[src/rtl/apb_pkg.sv]
// Shared types and constants for the APB write-buffer completer.
package apb_pkg;

    // Completer transfer states; see the state table in apb_slave_fifo.
    typedef enum logic [1:0] {
        IDLE = 2'd0,
        WAIT = 2'd1,
        RESP = 2'd2
    } apb_state_t;

    localparam int APB_DATA_W = 8;

    // Wide enough for WAIT_STATES up to 15.
    localparam int WAIT_CNT_W = 4;

endpackage

[src/rtl/apb_slave_fifo_sync_fifo.sv]
// Small synchronous FIFO with registered storage and combinational head read.
module sync_fifo #(
    parameter  int W     = 8,
    parameter  int DEPTH = 4,
    localparam int AW    = (DEPTH > 1) ? $clog2(DEPTH) : 1,
    localparam int CW    = $clog2(DEPTH + 1)
) (
    input  logic          PCLK,
    input  logic          PRESET,
    input  logic          push,
    input  logic [W-1:0]  din,
    input  logic          pop,
    output logic [W-1:0]  dout,
    output logic [CW-1:0] count,
    output logic          full,
    output logic          empty
);

    localparam logic [CW-1:0] FULL_CNT = CW'(DEPTH);

    logic [W-1:0]  mem_q [DEPTH];
    logic [W-1:0]  mem_d [DEPTH];
    logic [AW-1:0] wr_ptr_q, wr_ptr_d;
    logic [AW-1:0] rd_ptr_q, rd_ptr_d;
    logic [CW-1:0] count_q, count_d;
    logic          do_push;
    logic          do_pop;

    // Qualify push/pop and compute next pointers, count and storage.
    always_comb begin
        do_pop   = pop && (count_q != '0);
        do_push  = push && ((count_q != FULL_CNT) || do_pop);
        mem_d    = mem_q;
        wr_ptr_d = wr_ptr_q;
        rd_ptr_d = rd_ptr_q;
        count_d  = count_q;
        if (do_push) begin
            mem_d[wr_ptr_q] = din;
            wr_ptr_d        = wr_ptr_q + AW'(1);
        end
        if (do_pop) begin
            rd_ptr_d = rd_ptr_q + AW'(1);
        end
        case ({do_push, do_pop})
            2'b10:   count_d = count_q + CW'(1);
            2'b01:   count_d = count_q - CW'(1);
            default: count_d = count_q;
        endcase
    end

    // Pointer/count registers with synchronous reset; storage is not reset.
    always_ff @(posedge PCLK) begin
        if (PRESET) begin
            wr_ptr_q <= '0;
            rd_ptr_q <= '0;
            count_q  <= '0;
        end else begin
            wr_ptr_q <= wr_ptr_d;
            rd_ptr_q <= rd_ptr_d;
            count_q  <= count_d;
            mem_q    <= mem_d;
        end
    end

    assign dout  = mem_q[rd_ptr_q];
    assign count = count_q;
    assign full  = (count_q == FULL_CNT);
    assign empty = (count_q == '0);

endmodule

[src/rtl/apb_slave_fifo.sv]
// APB write completer feeding a FIFO drained over a valid/ready stream.
//
// state | meaning
// ------+----------------------------------------------------------------
// IDLE  | no transfer; waiting for a SETUP phase (PSEL=1, PENABLE=0)
// WAIT  | access phase; counting down wait states, stalls while full
// RESP  | PREADY high for one cycle; write data pushed at the next edge
module apb_slave_fifo
    import apb_pkg::*;
#(
    parameter  int m           = APB_DATA_W,
    parameter  int DEPTH       = 4,
    parameter  int WAIT_STATES = 0,
    localparam int CW          = $clog2(DEPTH + 1)
) (
    input  logic          PCLK,
    input  logic          PRESET,
    input  logic          PSEL,
    input  logic          PENABLE,
    input  logic          PWRITE,
    input  logic [m-1:0]  PWDATA,
    output logic          PREADY,
    output logic          PRDATA,
    output logic [m-1:0]  o_data,
    output logic          o_valid,
    input  logic          i_ready,
    output logic [CW-1:0] o_count
);

    apb_state_t            state_q, state_d;
    logic [WAIT_CNT_W-1:0] cnt_q, cnt_d;
    logic                  pready_q, pready_d;
    logic                  prdata_q, prdata_d;
    logic                  push;
    logic                  full;
    logic                  empty;
    logic                  acc_go;

    // Access phase may complete: selected, wait states spent, and room for a write.
    assign acc_go = PSEL && (cnt_q == '0) && PENABLE && (!PWRITE || !full);

    // State register.
    always_ff @(posedge PCLK) begin
        if (PRESET) begin
            state_q <= IDLE;
        end else begin
            state_q <= state_d;
        end
    end

    // Next-state decode.
    always_comb begin
        state_d = state_q;
        case (state_q)
            IDLE: if (PSEL && !PENABLE) state_d = WAIT;
            WAIT: begin
                if (!PSEL) begin
                    state_d = IDLE;
                end else if (acc_go) begin
                    state_d = RESP;
                end
            end
            RESP:    state_d = IDLE;
            default: state_d = IDLE;
        endcase
    end

    // Outputs: wait-counter load/decrement, response strobe, FIFO push.
    always_comb begin
        cnt_d    = cnt_q;
        pready_d = 1'b0;
        prdata_d = 1'b0;
        push     = 1'b0;
        case (state_q)
            IDLE: begin
                if (PSEL && !PENABLE) cnt_d = WAIT_CNT_W'(WAIT_STATES);
            end
            WAIT: begin
                if (PSEL && (cnt_q != '0)) begin
                    cnt_d = cnt_q - WAIT_CNT_W'(1);
                end else if (acc_go) begin
                    pready_d = 1'b1;
                    prdata_d = !PWRITE && full;
                end
            end
            RESP:    push = PWRITE;
            default: ;
        endcase
    end

    // Wait counter and registered response outputs.
    always_ff @(posedge PCLK) begin
        if (PRESET) begin
            cnt_q    <= '0;
            pready_q <= 1'b0;
            prdata_q <= 1'b0;
        end else begin
            cnt_q    <= cnt_d;
            pready_q <= pready_d;
            prdata_q <= prdata_d;
        end
    end

    sync_fifo #(
        .W     (m),
        .DEPTH (DEPTH)
    ) u_fifo (
        .PCLK   (PCLK),
        .PRESET (PRESET),
        .push   (push),
        .din    (PWDATA),
        .pop    (i_ready),
        .dout   (o_data),
        .count  (o_count),
        .full   (full),
        .empty  (empty)
    );

    assign PREADY  = pready_q;
    assign PRDATA  = prdata_q;
    assign o_valid = !empty;

endmodule

[config.mk]
export PLATFORM = sky130hd
export DESIGN_NAME = apb_slave_fifo
export DESIGN_NICKNAME = d
export VERILOG_FILES = /design/src/rtl/apb_pkg.sv /design/src/rtl/apb_slave_fifo_sync_fifo.sv /design/src/rtl/apb_slave_fifo.sv
export SDC_FILE = /design/constraint.sdc
export NUM_CORES = 1
export LEC_CHECK = 0
export CAP_MARGIN = 20
export CORE_UTILIZATION = 41
export CTS_BUF_LIST = sky130_fd_sc_hd__clkbuf_16
export CTS_CLUSTER_DIAMETER = 100
export CTS_CLUSTER_SIZE = 30
export DETAILED_ROUTE_END_ITERATION = 10
export PLACE_DENSITY = 0.65
export SYNTH_ARGS = -nofsm -noshare
export SYNTH_HDL_FRONTEND = slang
export SYNTH_SLANG_ARGS = --single-unit
[constraint.sdc]
create_clock -name PCLK -period 2.6 [get_ports PCLK]
set_clock_uncertainty 0.1 [all_clocks]
set_input_delay 0.39 -clock PCLK [delete_from_list [all_inputs] [get_ports PCLK]]
set_output_delay 0.39 -clock PCLK [all_outputs]
set_load 0.05 [all_outputs]
# After elaboration in Yosys (flattened, before gate mapping)
# Index checks and enable logic that the tools add are counted.
[totals]
ff_bits = 47
input_bits = 14
out_inout_bits = 14
wordCells = 76
[op_classes]
addsub = 5
order_cmp = 3
n_eq_ne = 9
muxes = 16
bitwise = 5
reduce_logical = 27
[op_table]
columns = ["cell", "n"]
rows = [
  ["bitwise mux 32 bit", 1],
  ["two-way mux 8 bit", 3],
  ["binary-select mux 8 bit (select 2 bit)", 1],
  ["demux 8 bit (select 2 bit)", 1],
  ["logical AND 1 bit", 9],
  ["two-way mux 4 bit", 2],
  ["case mux 4 bit (2 select lines)", 1],
  ["greater-or-equal comparator 3 bit, second input constant", 2],
  ["two-way mux 2 bit", 3],
  ["!= test 3 bit, second input constant", 2],
  ["inverter 2 -> 3 bit", 2],
  ["case mux 3 bit (2 select lines)", 1],
  ["adder 2 x 1 -> 2 bit, second input constant", 2],
  ["== test 2 x 1 -> 1 bit, second input constant", 2],
  ["== test 2 bit, second input constant", 2],
  ["logical NOT 1 bit", 4],
  ["logical NOT 4 bit", 1],
  ["!= test 2 bit, second input constant", 2],
  ["case mux 2 bit (2 select lines)", 1],
  ["AND reduction 2 bit", 2],
  ["nonzero test 2 bit", 2],
  ["nonzero test 4 bit", 1],
  ["OR reduction 4 bit", 1],
  ["subtractor 4 x 1 -> 4 bit, second input constant", 1],
  ["12 further kinds", 16],
]

# Longest topological paths before layout
[logic_depth]
ltp_word = 7
mapped_depth = 9
depth_no_buf = 9

# Cells and area by module
# From an unflattened synthesis, not the netlist that was laid out.
[hier_totals]
hier_cells = 146
hier_area_um2 = 2113.3
[by_module_without_submodules]
columns = ["module", "n_inst", "cells_each", "area_each_um2", "seq_area_each_um2"]
rows = [
  ["sync_fifo", 1, 105, 1731.7, 1101.1],
  ["apb_slave_fifo", 1, 41, 381.6, 160.2],
]

# Least setup slack after synthesis
# OpenSTA, ideal clock, no wires.
[synth_timing]
path_kind = "register -> register"
startpoint = "reg u_fifo.count_q[2], in the netlist u_fifo.count[2]"
endpoint = "reg u_fifo.count_q[2], in the netlist u_fifo.count[2]"
setup_time_ns = 0.071
arrival_time_ns = 2.760
required_ns = 2.429
setup_slack_ns = -0.330
stages_incl_launch_ff = 10
n_path_buf = 0
period_less_slack_ns = 2.930
path_cell_list = "dfxtp_1 or3b_1 o2111a_2 inv_1 ha_1 inv_1 fa_1 xor2_1 or3_2 a21oi_1"
[synth_via]
elab_chain_cells = 6
word_cells_on_any_way = 11
cone_classes = "2 x add/sub; 3 x eq/ne; 1 x mux; 5 x reduce/logical"
[synth_lines]
columns = ["item", "line_no", "source"]
rows = [
  ["start, declared", "apb_slave_fifo_sync_fifo.sv:25", "logic [CW-1:0] count_q, count_d;"],
  ["start signal, assigned", "apb_slave_fifo_sync_fifo.sv:60", "count_q <= count_d;"],
  ["nonzero test 3 bit", "apb_slave_fifo_sync_fifo.sv:31", "do_pop = pop && (count_q != '0);"],
  ["logical AND 1 bit", "apb_slave_fifo_sync_fifo.sv:31", ""],
  ["logical OR 1 bit", "apb_slave_fifo_sync_fifo.sv:32", "do_push = push && ((count_q != FULL_CNT) || do_pop);"],
  ["logical AND 1 bit", "apb_slave_fifo_sync_fifo.sv:32", ""],
  ["== test 2 x 1 -> 1 bit or == test 2 bit (tied branches)", "apb_slave_fifo_sync_fifo.sv:44", "case ({do_push, do_pop})"],
  ["case mux 3 bit (2 select lines) or nonzero test 2 bit (tied branches)", "--", ""],
]
# Parallel ways exist; a longest one is shown, timed or not.
# A chain may end at the register's enable or synchronous reset.

# Worst setup path in the final report
[layout_timing]
startpoint = "reg u_fifo.count_q[0], in the netlist u_fifo.count[0]"
endpoint = "reg u_fifo.count_q[2], in the netlist u_fifo.count[2]"
# Same word-level chain as after synthesis.

==> impl_metrics.ini <==
[synthesis]
syn_area_per_cell_um2 = 14.92
ys_seq_area_share_pct = 63.56
yosysMostFrequentCell = sky130_fd_sc_hd__edfxtp_1
synth-seq-cells = 47
synth_simple_gate_area_share_pct = 11.35
synth_adder_area_share_pct = 5.422
most_common_library_cells_after_synthesis = sky130_fd_sc_hd__edfxtp_1, sky130_fd_sc_hd__dfxtp_1, sky130_fd_sc_hd__inv_1
combinational_family_with_the_most_area_after_synthesis = simple AND/OR/NAND/NOR gates
synth_edf_count = 32
netlist.top_cell.by_area = sky130_fd_sc_hd__edfxtp_1
yosys-mux-area-fraction_pct = 10.34
yosys.cell_types.count = 35
synth_area_in_compound_gates_pct = 4.666
syn_nets = 155
yosys.area_share.xor_xnor_pct = 1.765
postSynth.topFlopCell = sky130_fd_sc_hd__edfxtp_1
postSynth.asyncResetShare_pct = 0
synthDominantCellAreaShare_pct = 48.42
yosys_warnings = 0
syn-cell-area_um2 = 1984
leading_cell_types_by_total_area_after_synthesis = sky130_fd_sc_hd__edfxtp_1, sky130_fd_sc_hd__dfxtp_1, sky130_fd_sc_hd__mux4_2
synthesis.instances = 133

[clock_tree]
worstSkewPairLatency_ns = 0.28
cts_htree_levels = 2
numClockSinks = 47
root_buffer = sky130_fd_sc_hd__clkbuf_16
clk_pin_slew_ns = 0.06
clock_tree_from_tritoncts = yes
cts-buffers-inserted = 5
bufs_on_longest_clock_path = 2
ctsHoldBuffers = 0

[die]
die_height_um = 71.57
placeableCoreArea_um2 = 4504
design.die.area_um2 = 5122
row_count = 24
ios = 28
dieWidth_um = 71.57
floorplan.initialDensity_pct = 44.06

[power]
power_report.internal_total_mw = 1.173
design_power_total_mw = 1.448
pwr-share-comb_pct = 3.8
power_leakage_nw = 0.8505
vdd_ir_drop_max_v = 0.0002500
sequentialPowerShare_pct = 55.2
net-switching-power_mw = 0.2755
p_clk_share_pct = 41.1
power.density_cell_area_nw_per_um2 = 575.0
sw_frac_of_total_pct = 19.02

[route]
detail_route.first_pass.iterations = 4
drt_wl_total_um = 3467
detailedRoute.firstIterationViolations = 74
detail_route.wl_per_cell_um = 15.41
num_vias = 1199
remaining_drc_errors = 0
ant_nets = 0
average_vias_per_placed_instance = 5.329

[worst_setup_path]
worstPathArrival_ns = 2.62
crit_required_ns = 2.71
critical_path_peak_fanout = 7
setup_crit_start_kind = flip-flop
r2r_cells = 9
path_class = reg2reg
startpoint = u_fifo.count[0]
timing.rr.start = u_fifo.count[0]
setup.worst_path.end_class = flip-flop

[timing]
finalWorstPathRequiredPeriod_ns = 2.508
hold_violations = 0
maxSlewHeadroom_pct = 63.71
worst_hold_slack_ns = 0.4052
grt_setup_unrepaired = false
slew_at_the_pin_closest_to_its_max_slew_limit_ns = 0.5432
timing.final.setup_violations = 0
achievable-frequency_mhz = 398.7
final.period_utilization_pct = 96.46
slew_viol_final = 0

[worst_hold_path]
hold_path_start = cnt_q[1]
hold_depth = 1
hp-class = reg2reg

[placed_design]
post-place-cells = 216
dp_hpwl_um = 2497
gp_routability_congestion = 0.7193
port_buffer_cells = 27

[global_route]
pin_count_of_the_biggest_net_entering_global_routing = 15
grt_pass1_wl_um = 5830
first_global_vias = 1213
grt.overflow.total = 0
grt_antenna_before_repair = 0
grtUsageTotal_pct = 15.24

[layout]
antennaDiodeCount = 0
layout.nets = 194
area_delta_synth_final_pct = 26.92
layout_cells_sized_above_1_pct = 28.32
fin_cells = 225
final_util_pct = 55.92

[job]
drv_cap = 0

[run_status]
status = finished, final reports clean
[layout make-up]
class / instances / area, um2
Timing Repair Buffer: 36 / 317.8
Clock inverter: 3 / 12.51
Multi-Input combinational cell: 71 / 686.9
Inverter: 11 / 41.29
Tap cell: 52 / 65.06
Fill cell: 397 / 1986
Sequential cell: 47 / 1270
Clock buffer: 5 / 125.1
[metal layers]
metal | GRT usage, % | vias to the layer above | wire length [um]
met5 | 0 | - | 0
met3 | 4.782 | 6 | 164
met1 | 17.64 | 590 | 1425
met2 | 26.56 | 25 | 1825
met4 | 5.882 | 0 | 53
li1 | - | 578 | -
[registers in the layout, summed over array words and instances (netlist names)]
signal	cells
u_fifo.mem_q	32
u_fifo.wr_ptr_q	2
u_fifo.rd_ptr_q	2
state_q	2
u_fifo.count	3
PREADY	1
PRDATA	1
cnt_q	4
[cell families (layout without fill, tap and decap cells)]
family	Yosys count	after routing
flops	47	47
simple gates	36	36
buf+inv	15	55
compound gates	13	13
mux	10	10
fa+ha+maj	8	8
xor+xnor	4	4
[cells in the final DEF, fill, tap and decap left out, drive strengths merged, types with 3 or more instances in the layout]
cell           instances
or3                    3
buf                   17
o21ai                  3
nor2                   8
nor2b                  3
inv                   12
mux4                   8
a21oi                  4
xor2                   3
edfxtp                32
nor3b                  6
clkdlybuf4s50         19
ha                     7
dfxtp                 15
clkbuf                 5
[worst paths after layout]
| check | endpoint | slack [ns] |
|---|---|---|
| worst max-delay path | u_fifo.count[2] | 0.09 |
| worst min register to register | cnt_q[1] | 0.41 |
| worst min-delay path | cnt_q[1] | 0.41 |
| worst max register to register | u_fifo.count[2] | 0.09 |
[per-stage QoR]
step                worst slack, ns  setup TNS, ns  area (um2)
global placement            0.07771              0        2367
detailed placement        -0.003810      -0.003810        2367
floorplan                   0.04039              0        2008
finish                      0.09211              0        2519
global route                0.03203              0        2519
CTS                         0.05917              0        2505
[worst max-delay path: stages (launching register included)]
cell and delay, ns:
sky130_fd_sc_hd__dfxtp_4 0.37, sky130_fd_sc_hd__or3b_4 0.40, sky130_fd_sc_hd__o2111a_2 0.28, sky130_fd_sc_hd__inv_2 0.07, sky130_fd_sc_hd__ha_4 0.13, sky130_fd_sc_hd__inv_1 0.05
sky130_fd_sc_hd__fa_2 0.33, sky130_fd_sc_hd__xor2_1 0.15, sky130_fd_sc_hd__or3_2 0.42, sky130_fd_sc_hd__a21oi_2 0.13
[power groups by stage]
stage	logic, mW	clock network, mW	registers (mW)
after detailed placement	0.0548	0	0.815
after global routing	0.0593	0.639	0.799
after global placement	0.0526	0	0.815
after floorplan	0.0202	0	0.816
after CTS	0.0551	0.605	0.799
final	0.0547	0.595	0.799
[repair_timing]
item                       4_1_cts  5_1_grt
gates resized for setup          0        2
setup buffers                    0        1
setup endpoints to repair        0        1
Note: power is estimated with default switching activity, not from simulation.
